--- src/rtl/nn_pkg.sv ---
// Shared types and helpers for the dense layer: FSM states, chain/accumulator
// sizing and the shift / ReLU / saturate output stage.
package nn_pkg;

  typedef enum logic [1:0] {IDLE, ACCUM, OUTPUT} nn_state_e;

  function automatic int chain_len(input int num_inputs, input int num_neurons);
    return num_neurons * (num_inputs + 1);
  endfunction

  function automatic int acc_width(input int data_w, input int weights_w, input int num_inputs);
    return data_w + weights_w + $clog2(num_inputs + 1) + 1;
  endfunction

  // Accumulators are widened to 64 bits by the caller; only the low DataWidth bits are meaningful.
  function automatic logic signed [63:0] sat_relu(input logic signed [63:0] acc, input int frac_bits,
                                                  input bit enable_relu, input int data_w);
    logic signed [63:0] r, hi, lo;
    r  = acc >>> frac_bits;
    hi = (64'sd1 <<< (data_w - 1)) - 64'sd1;
    lo = -(64'sd1 <<< (data_w - 1));
    if (enable_relu && r < 64'sd0) r = 64'sd0;
    if (r > hi)      r = hi;
    else if (r < lo) r = lo;
    return r;
  endfunction

endpackage

--- src/rtl/nn_mac_unit.sv ---
// One neuron: bias preload, one multiply-accumulate per cycle, and a result
// register loaded on the last input with the saturated/ReLU'd value.
module nn_mac_unit import nn_pkg::*; #(
  parameter int DataWidth    = 8,
  parameter int WeightsWidth = 8,
  parameter int AccWidth     = 20,
  parameter int FracBits     = 0,
  parameter int EnableRelu   = 1
) (
  input  logic                    clk_i,
  input  logic                    reset_i,
  input  logic                    preload_i,
  input  logic                    mac_en_i,
  input  logic                    latch_i,
  input  logic [WeightsWidth-1:0] bias_i,
  input  logic [WeightsWidth-1:0] weight_i,
  input  logic [DataWidth-1:0]    actv_i,
  output logic [DataWidth-1:0]    res_o
);
  localparam int ProdW = DataWidth + WeightsWidth;

  logic signed [AccWidth-1:0] acc_q, acc_d, bias_ext;
  logic signed [ProdW-1:0]    prod;
  logic [DataWidth-1:0]       res_q, res_d;

  assign prod     = ProdW'($signed(actv_i)) * ProdW'($signed(weight_i));
  assign acc_d    = acc_q + AccWidth'(prod);
  assign bias_ext = AccWidth'($signed(bias_i)) <<< FracBits;
  // The last product is folded in combinationally so the result is ready as the FSM enters OUTPUT.
  assign res_d    = DataWidth'(sat_relu(64'(acc_d), FracBits, EnableRelu != 0, DataWidth));
  assign res_o    = res_q;

  always_ff @(posedge clk_i or posedge reset_i) begin
    if (reset_i) begin
      acc_q <= '0;
      res_q <= '0;
    end else if (preload_i) begin
      acc_q <= bias_ext;
    end else if (mac_en_i) begin
      acc_q <= acc_d;
      if (latch_i) res_q <= res_d;
    end
  end

endmodule

--- src/rtl/nn_dense_layer.sv ---
// Fully-connected layer: weight/bias scan chain, input/output handshakes and the
// IDLE/ACCUM/OUTPUT sequencer driving one MAC unit per neuron.
module nn_dense_layer import nn_pkg::*; #(
  parameter int NumInputs    = 4,
  parameter int NumNeurons   = 4,
  parameter int NumConsumers = 1,
  parameter int DataWidth    = 8,
  parameter int WeightsWidth = DataWidth,
  parameter int FracBits     = 0,
  parameter int EnableRelu   = 1,
  parameter int AccWidth     = acc_width(DataWidth, WeightsWidth, NumInputs)
) (
  input  logic                             clk_i,
  input  logic                             reset_i,
  input  logic                             shift_i,
  input  logic [WeightsWidth-1:0]          scan_di,
  output logic [WeightsWidth-1:0]          scan_do,
  input  logic [DataWidth*NumInputs-1:0]   actv_i,
  input  logic                             req_i,
  output logic                             ack_o,
  output logic [DataWidth*NumNeurons-1:0]  actv_o,
  output logic                             req_o,
  input  logic [NumConsumers-1:0]          ack_i
);
  localparam int L    = chain_len(NumInputs, NumNeurons);
  localparam int IdxW = (NumInputs > 1) ? $clog2(NumInputs) : 1;

  logic [L-1:0][WeightsWidth-1:0]      chain_q;
  logic [NumInputs-1:0][DataWidth-1:0] actv_q;
  nn_state_e                           state_q;
  logic [IdxW-1:0]                     idx_q;
  logic [NumConsumers-1:0]             got_q;
  logic                                req_q;
  logic                                accept, mac_en, last;

  assign scan_do = chain_q[L-1];
  assign accept  = (state_q == IDLE) && req_i && !shift_i;
  assign ack_o   = accept;
  assign mac_en  = (state_q == ACCUM) && !shift_i;
  assign last    = (idx_q == IdxW'(NumInputs - 1));
  assign req_o   = req_q;

  always_ff @(posedge clk_i or posedge reset_i) begin
    if (reset_i)      chain_q <= '0;
    else if (shift_i) chain_q <= {chain_q[L-2:0], scan_di};
  end

  always_ff @(posedge clk_i or posedge reset_i) begin
    if (reset_i) begin
      state_q <= IDLE;
      actv_q  <= '0;
      idx_q   <= '0;
      got_q   <= '0;
      req_q   <= 1'b0;
    end else begin
      case (state_q)
        IDLE: if (accept) begin
          actv_q  <= actv_i;
          idx_q   <= '0;
          got_q   <= '0;
          state_q <= ACCUM;
        end
        // Reloading weights mid-vector invalidates the partial sums, so drop the vector.
        ACCUM: if (shift_i) begin
          state_q <= IDLE;
        end else begin
          idx_q <= idx_q + 1'b1;
          if (last) begin
            state_q <= OUTPUT;
            req_q   <= 1'b1;
          end
        end
        OUTPUT: if (&(got_q | ack_i)) begin
          state_q <= IDLE;
          req_q   <= 1'b0;
          got_q   <= '0;
        end else begin
          got_q <= got_q | ack_i;
        end
        default: state_q <= IDLE;
      endcase
    end
  end

  for (genvar n = 0; n < NumNeurons; n++) begin : g_neuron
    logic [NumInputs-1:0][WeightsWidth-1:0] w_n;
    assign w_n = chain_q[n*(NumInputs+1) +: NumInputs];

    nn_mac_unit #(
      .DataWidth(DataWidth), .WeightsWidth(WeightsWidth), .AccWidth(AccWidth),
      .FracBits(FracBits), .EnableRelu(EnableRelu)
    ) u_mac (
      .clk_i    (clk_i),
      .reset_i  (reset_i),
      .preload_i(accept),
      .mac_en_i (mac_en),
      .latch_i  (last),
      .bias_i   (chain_q[n*(NumInputs+1) + NumInputs]),
      .weight_i (w_n[idx_q]),
      .actv_i   (actv_q[idx_q]),
      .res_o    (actv_o[n*DataWidth +: DataWidth])
    );
  end

endmodule

--- config.mk ---
export PLATFORM = sky130hd
export DESIGN_NAME = nn_dense_layer
export DESIGN_NICKNAME = d
export VERILOG_FILES = /design/src/rtl/nn_pkg.sv /design/src/rtl/nn_mac_unit.sv /design/src/rtl/nn_dense_layer.sv
export SDC_FILE = /design/constraint.sdc
export NUM_CORES = 2
export LEC_CHECK = 0
export ABC_CLOCK_PERIOD_IN_PS = 12200
export BUFFER_PORTS_ARGS = -buffer_cell sky130_fd_sc_hd__buf_2
export CAP_MARGIN = 20
export CORE_MARGIN = 2
export CORE_UTILIZATION = 24
export DETAILED_ROUTE_END_ITERATION = 6
export PLACE_DENSITY = 0.5
export SLEW_MARGIN = 20
export SYNTH_ARGS = -nofsm -noshare
export SYNTH_HDL_FRONTEND = slang
export SYNTH_SLANG_ARGS = --single-unit
--- constraint.sdc ---
create_clock -name clk_i -period 12.2 [get_ports clk_i]
set_input_delay 1.22 -clock clk_i [delete_from_list [all_inputs] [get_ports clk_i]]
set_output_delay 1.22 -clock clk_i [all_outputs]
set_load 0.05 [all_outputs]
Word level (Yosys, flattened, before mapping)
Cells that the tools add are included.
{"block": "word_totals", "input_bits": 45, "out_inout_bits": 42, "reg_bits": 310}
{"block": "op_classes", "n_eq_ne": 8, "add_sub_neg": 5, "n_lt_le_gt_ge": 13, "multipliers": 4, "bitwise_logic": 2, "muxes": 44, "reduce_logical": 15}
{"operator": "$gt A64 B8 Y1 const B", "n": 4}
{"operator": "$lt A64 B8 Y1 const B", "n": 4}
{"operator": "$mux W64", "n": 4}
{"operator": "$mux W20", "n": 8}
{"operator": "$mux W8", "n": 13}
{"operator": "$add A20 B16 Y20", "n": 4}
{"operator": "$bmux W8 S2", "n": 5}
{"operator": "$lt A20 B1 Y1 const B", "n": 4}
{"operator": "$mul A8 B8 Y16", "n": 4}
{"operator": "$mux W2", "n": 6}
{"operator": "$reduce_and A3 Y1", "n": 3}
{"operator": "$reduce_bool A2 Y1", "n": 4}
{"operator": "$ne A2 B2 Y1 const B", "n": 3}
{"operator": "$pmux W2 S3", "n": 1}
{"operator": "$eq A2 B2 Y1 const B", "n": 2}
{"operator": "$mux W1", "n": 4}
{"operator": "$pmux W1 S2", "n": 2}
{"operator": "$pmux W2 S2", "n": 1}
{"operator": "$reduce_and A2 Y1", "n": 2}
{"operator": "$reduce_and A4 Y1", "n": 1}
{"operator": "$logic_and A1 B1 Y1", "n": 3}
{"operator": "$lt A2 B3 Y1 const B", "n": 1}
{"operator": "$ne A3 B2 Y1 const B", "n": 1}
{"operator": "$add A2 B1 Y2 const B", "n": 1}
{"operator": "other kinds (6)", "n": 6}

Depth between registers and ports, before layout
{"block": "logic_depth", "ltp_word": 9, "mapped_depth": 25, "mapped_depth_nobuf": 21}

Modules after synthesis
A second synthesis with hierarchy kept.
{"block": "unflattened", "cells_unflattened": 2579, "hier_area_um2": 28429.8}
{"mod": "nn_dense_layer", "n_inst": 1, "seq_area_each_um2": 4929.7, "area_per_inst_um2": 8341.8, "cells_per_inst": 484}
{"mod": "nn_mac_unit (g_neuron[1].u_mac)", "n_inst": 1, "seq_area_each_um2": 700.7, "area_per_inst_um2": 5071.1, "cells_per_inst": 526}
{"mod": "nn_mac_unit (g_neuron[2].u_mac)", "n_inst": 1, "seq_area_each_um2": 700.7, "area_per_inst_um2": 5061.1, "cells_per_inst": 521}
{"mod": "nn_mac_unit (g_neuron[0].u_mac)", "n_inst": 1, "seq_area_each_um2": 700.7, "area_per_inst_um2": 4988.5, "cells_per_inst": 521}
{"mod": "nn_mac_unit (g_neuron[3].u_mac)", "n_inst": 1, "seq_area_each_um2": 700.7, "area_per_inst_um2": 4967.3, "cells_per_inst": 527}

Worst setup path after synthesis
OpenSTA, ideal clock, no wires.
{"block": "synth_path", "kind": "reg2reg", "start": "reg idx_q[0]", "end": "reg g_neuron[1].u_mac.res_q[0]", "stages_incl_launch_ff": 23, "setup_slack_ns": 5.321, "required_ns": 12.077, "arrival_time_ns": 6.756, "setup_time_ns": 0.123, "period_less_slack_ns": 6.879, "path_cell_list": "dfrtp_1 buf_2 buf_2 buf_2 clkbuf_1 o21ai_1 or2_2 fa_1 fa_1 inv_1 fa_1 fa_1 fa_1 ha_1 o21a_1 o31a_1 o221a_1 o31a_1 o41a_1 mux2i_1 nand4bb_1 buf_2 o221a_1"}
{"block": "synth_via", "elab_chain_len": 9}
{"item": "from (decl)", "line_no": "nn_dense_layer.sv:31", "rtl": "logic [IdxW-1:0] idx_q;"}
{"item": "from (signal assigned)", "line_no": "nn_dense_layer.sv:67", "rtl": "idx_q <= idx_q + 1'b1;"}
{"item": "$bmux W8 S2, on equally long branches", "line_no": "nn_dense_layer.sv:100, nn_dense_layer.sv:99"}
{"item": "$mux W8, on equally long branches", "line_no": "nn_dense_layer.sv:100, nn_dense_layer.sv:99"}
{"item": "$mul A8 B8 Y16", "line_no": "nn_mac_unit.sv:26", "rtl": "assign prod = ProdW'($signed(actv_i)) * ProdW'($signed(weight_i));"}
{"item": "$add A20 B16 Y20", "line_no": "nn_mac_unit.sv:27", "rtl": "assign acc_d = acc_q + AccWidth'(prod);"}
{"item": "$lt A20 B1 Y1", "line_no": "nn_pkg.sv:22", "rtl": "if (enable_relu && r < 64'sd0) r = 64'sd0;"}
{"item": "$mux W64", "line_no": "nn_pkg.sv:22"}
{"item": "$lt A64 B8 Y1", "line_no": "nn_pkg.sv:24", "rtl": "else if (r < lo) r = lo;"}
{"item": "$mux W8", "line_no": "nn_pkg.sv:24"}
{"item": "$mux W8", "line_no": "nn_pkg.sv:23", "rtl": "if (r > hi) r = hi;"}
{"item": "to (signal assigned)", "line_no": "nn_mac_unit.sv:41", "rtl": "if (latch_i) res_q <= res_d;"}
{"item": "to (decl)", "line_no": "nn_mac_unit.sv:24", "rtl": "logic [DataWidth-1:0] res_q, res_d;"}
Parallel ways exist; a longest one is shown, timed or not. The select of a mux whose other input is x is not followed.
A chain may end at the register's enable or synchronous reset.

Worst setup path after layout
{"block": "layout_path", "start": "reg idx_q[0]", "end": "reg g_neuron[1].u_mac.res_q[1]"}
The elaborated chain is that of the path after synthesis.

==> flow_summary.toml <==
[yosys]
synthTopCellsByArea = "dfrtp_1 (28%), fa_1 (26%), ha_1 (8.4%)"
synth-seq-cells = 309
synthArstFlopShare_pct = 100
syn_area_per_cell_sq_um = 10.7
ys_warn_count = 0
synth_edf_count = 0
yosysTopAreaCell = "dfrtp_1"
synth-main-ff-cell = "dfrtp_1"
synth-seq-area-share_pct = 28.2
synth_cells = 2564
synth_area_sq_um = 27400
ys_types = 75
synth_top_area_share_pct = 28.2
synth_nets = 3146

[timing]
max_slew_margin_pct = 36.1
setup_viol = 0
tns_ps = 0
rsz0062_at_grt = "false"
worst_pin_slew_ps = 952
hold_viol_final = 0
finalClockSkew_ps = 25.6
max_freq_mhz = 132
slew_viol_final = 0
setup_ws_ps = 4630
post-route-period-util_pct = 62.0
fin_crit_ps = 7570
hold_slack_ps = 468

[min_path]
hold_start = "actv_q[21]"
min_to = "actv_q[21]"
holdPathStages = 2
min_path_type = "register to register"

[run_status]
status = "finished clean"

[route]
routedWlPerCell_um = 16.9
num_vias = 18000
drc = 0
dr.pass1.iters = 5
ant_nets = 0
dr_wl_met2_um = 33800
dr.first_iter.drc_count = 871
wl_met3_um = 2340
m1WireLength_um = 32400
wirelength_um = 70000
viasPerCell = 4.33
top_layer_used = "met5"

[worst_setup_path]
worst-r2r-cell-count = 18
critPathKind = "register to register"
cp.arrival_ps = 8020
cp-start-kind = "register"
crit_required_ps = 12650
regToRegStartpoint = "idx_q[0]"
ff2ff_setup_slack_ps = 4630
cp_max_fo = 32
timing.rr.end = "g_neuron[1].u_mac.res_o[1]"
crit_path_end_kind = "register"

[floorplanning]
die_w_um = 342
rows = 124
die_area_sq_um = 117000
start_util_pct = 24.1
fp.dieH_um = 342
coreArea_sq_um = 114000
io_pins = 87

[place]
io_buffers = 86
dp_slack_ps = 4540
place.gp.congestion = 0.798
hpwl_um = 51800

[clocking]
cts_buffers = 38
cts_htree_levels = 2
cts_root_buffer = "clkbuf_16"
postCtsResizedCells = 0
post_cts_buffers = 0
clock_latency_ps = 580
cts_hold_buffers = 0
cts_tree = "yes"
clk_path_buf_depth = 3
clk_pin_slew_worst_paths_ps = 60
cts.sinks = 309

[final_layout]
drive_gt1_share_pct = 15.1
final_util_pct = 27.0
nNetsFinal = 3191
area_growth_pct = 12.2

[job]
maxCapViolations = 0

[global_routing]
grt_max_degree = 133
overflow = 0
grt_pass1_vias = 19700
track_usage_pct = 12.4
grt_pass1_wl_um = 114000
antenna_found_initial = 3
## state kept, by name (all words and copies together), names as in the netlist
register,count
chain_q,152
g_neuron.u_mac.acc_q,80
actv_q,32
g_neuron.u_mac.res_o,32
scan_do,8
idx_q,2
state_q,2
req_o,1
## worst max path at each step
stage,end,startpoint,cells past startpoint
floorplan,actv_q[0],reset_i,1
global placement,g_neuron[1].u_mac.res_o[2],idx_q[0],19
detailed placement,g_neuron[1].u_mac.res_o[0],idx_q[0],19
CTS,g_neuron[1].u_mac.res_o[1],idx_q[0],19
global route,g_neuron[2].u_mac.res_o[0],idx_q[0],19
finish,g_neuron[1].u_mac.res_o[1],idx_q[0],18
## per-stage QoR
| stage | cell area [sq um] | instances |
|---|---|---|
| final | 30800 | 4147 |
| after global routing | 30800 | 4146 |
| after CTS | 30800 | 4146 |
| after detailed placement | 29500 | 4081 |
| after global placement | 29500 | 4081 |
| after floorplan | 27400 | 2564 |
## placed cells by master, fill, tap and decap left out, drive strengths merged, types with 8 or more instances in the layout
cell	instances
nor4	14
mux2	163
nand3b	8
mux4	36
o21a	13
fa	352
a21oi	71
a31oi	38
o211ai	9
or2	8
and2	124
mux2i	9
nor3	14
xor2	20
nand2	316
o21bai	8
xnor2	50
nor2	115
a22o	9
a21o	15
ha	185
o21ai	65
dfrtp	309
clkbuf	51
buf	107
nor2b	11
a211oi	18
o221a	9
inv	385
## worst max-delay path, cell delays in order, from the launching register on
cell and delay (ps):
dfrtp_4 650, mux4_2 950, and2_1 690, inv_1 140
fa_1 520, inv_1 50, fa_1 510, fa_1 440
fa_1 570, fa_1 430, ha_1 360, o21a_1 190
o31a_1 120, o221a_1 260, o31a_1 280, o41a_1 390
mux2i_1 180, nand4bb_1 350, o221a_1 350
## cell families (layout without fill, tap and decap cells)
group	count (synthesis)	in the layout	share of synthesized area (%)
and+or+nand+nor	645	645	10.9
adders and majority gates	537	537	34.1
buffers and inverters	486	556	6.78
AOI/OAI and AO/OA	309	309	7.76
DFF	309	309	28.2
muxes	208	208	9.97
xor gates and xnor gates	70	70	2.23
other	0	1	0
## area by class of cell
class,count,area (sq um)
fillers,12100,83100
multi-input cells,1769,17800
flip-flops and latches,309,7740
well taps,1512,1890
inverters,384,1450
clock buffers,51,1090
repair buffers,107,594
clock inverters,14,184
diodes,1,2.50
## routing by layer
metal,GRT usage [%],vias up
met5,0,-
met1,16.6,9235
met4,3.03,2
met3,1.81,74
li1,-,8436
met2,20.9,207
## synth_stat cells (14+ instances only)
library cell and number:
inv_1 383, fa_1 352, nand2_1 316, dfrtp_1 309, ha_1 185, mux2_2 163
and2_1 124, nor2_1 115, clkbuf_1 81, a21oi_1 71, o21ai_0 51, xnor2_1 50
a31oi_1 38, mux4_2 36, xor2_1 20, a211oi_1 16, a21o_1 15, nor3_1 14
o21ai_1 14
Power is not shown: default switching activity piles up to over one toggle a cycle in this logic, so the estimate is an artifact.
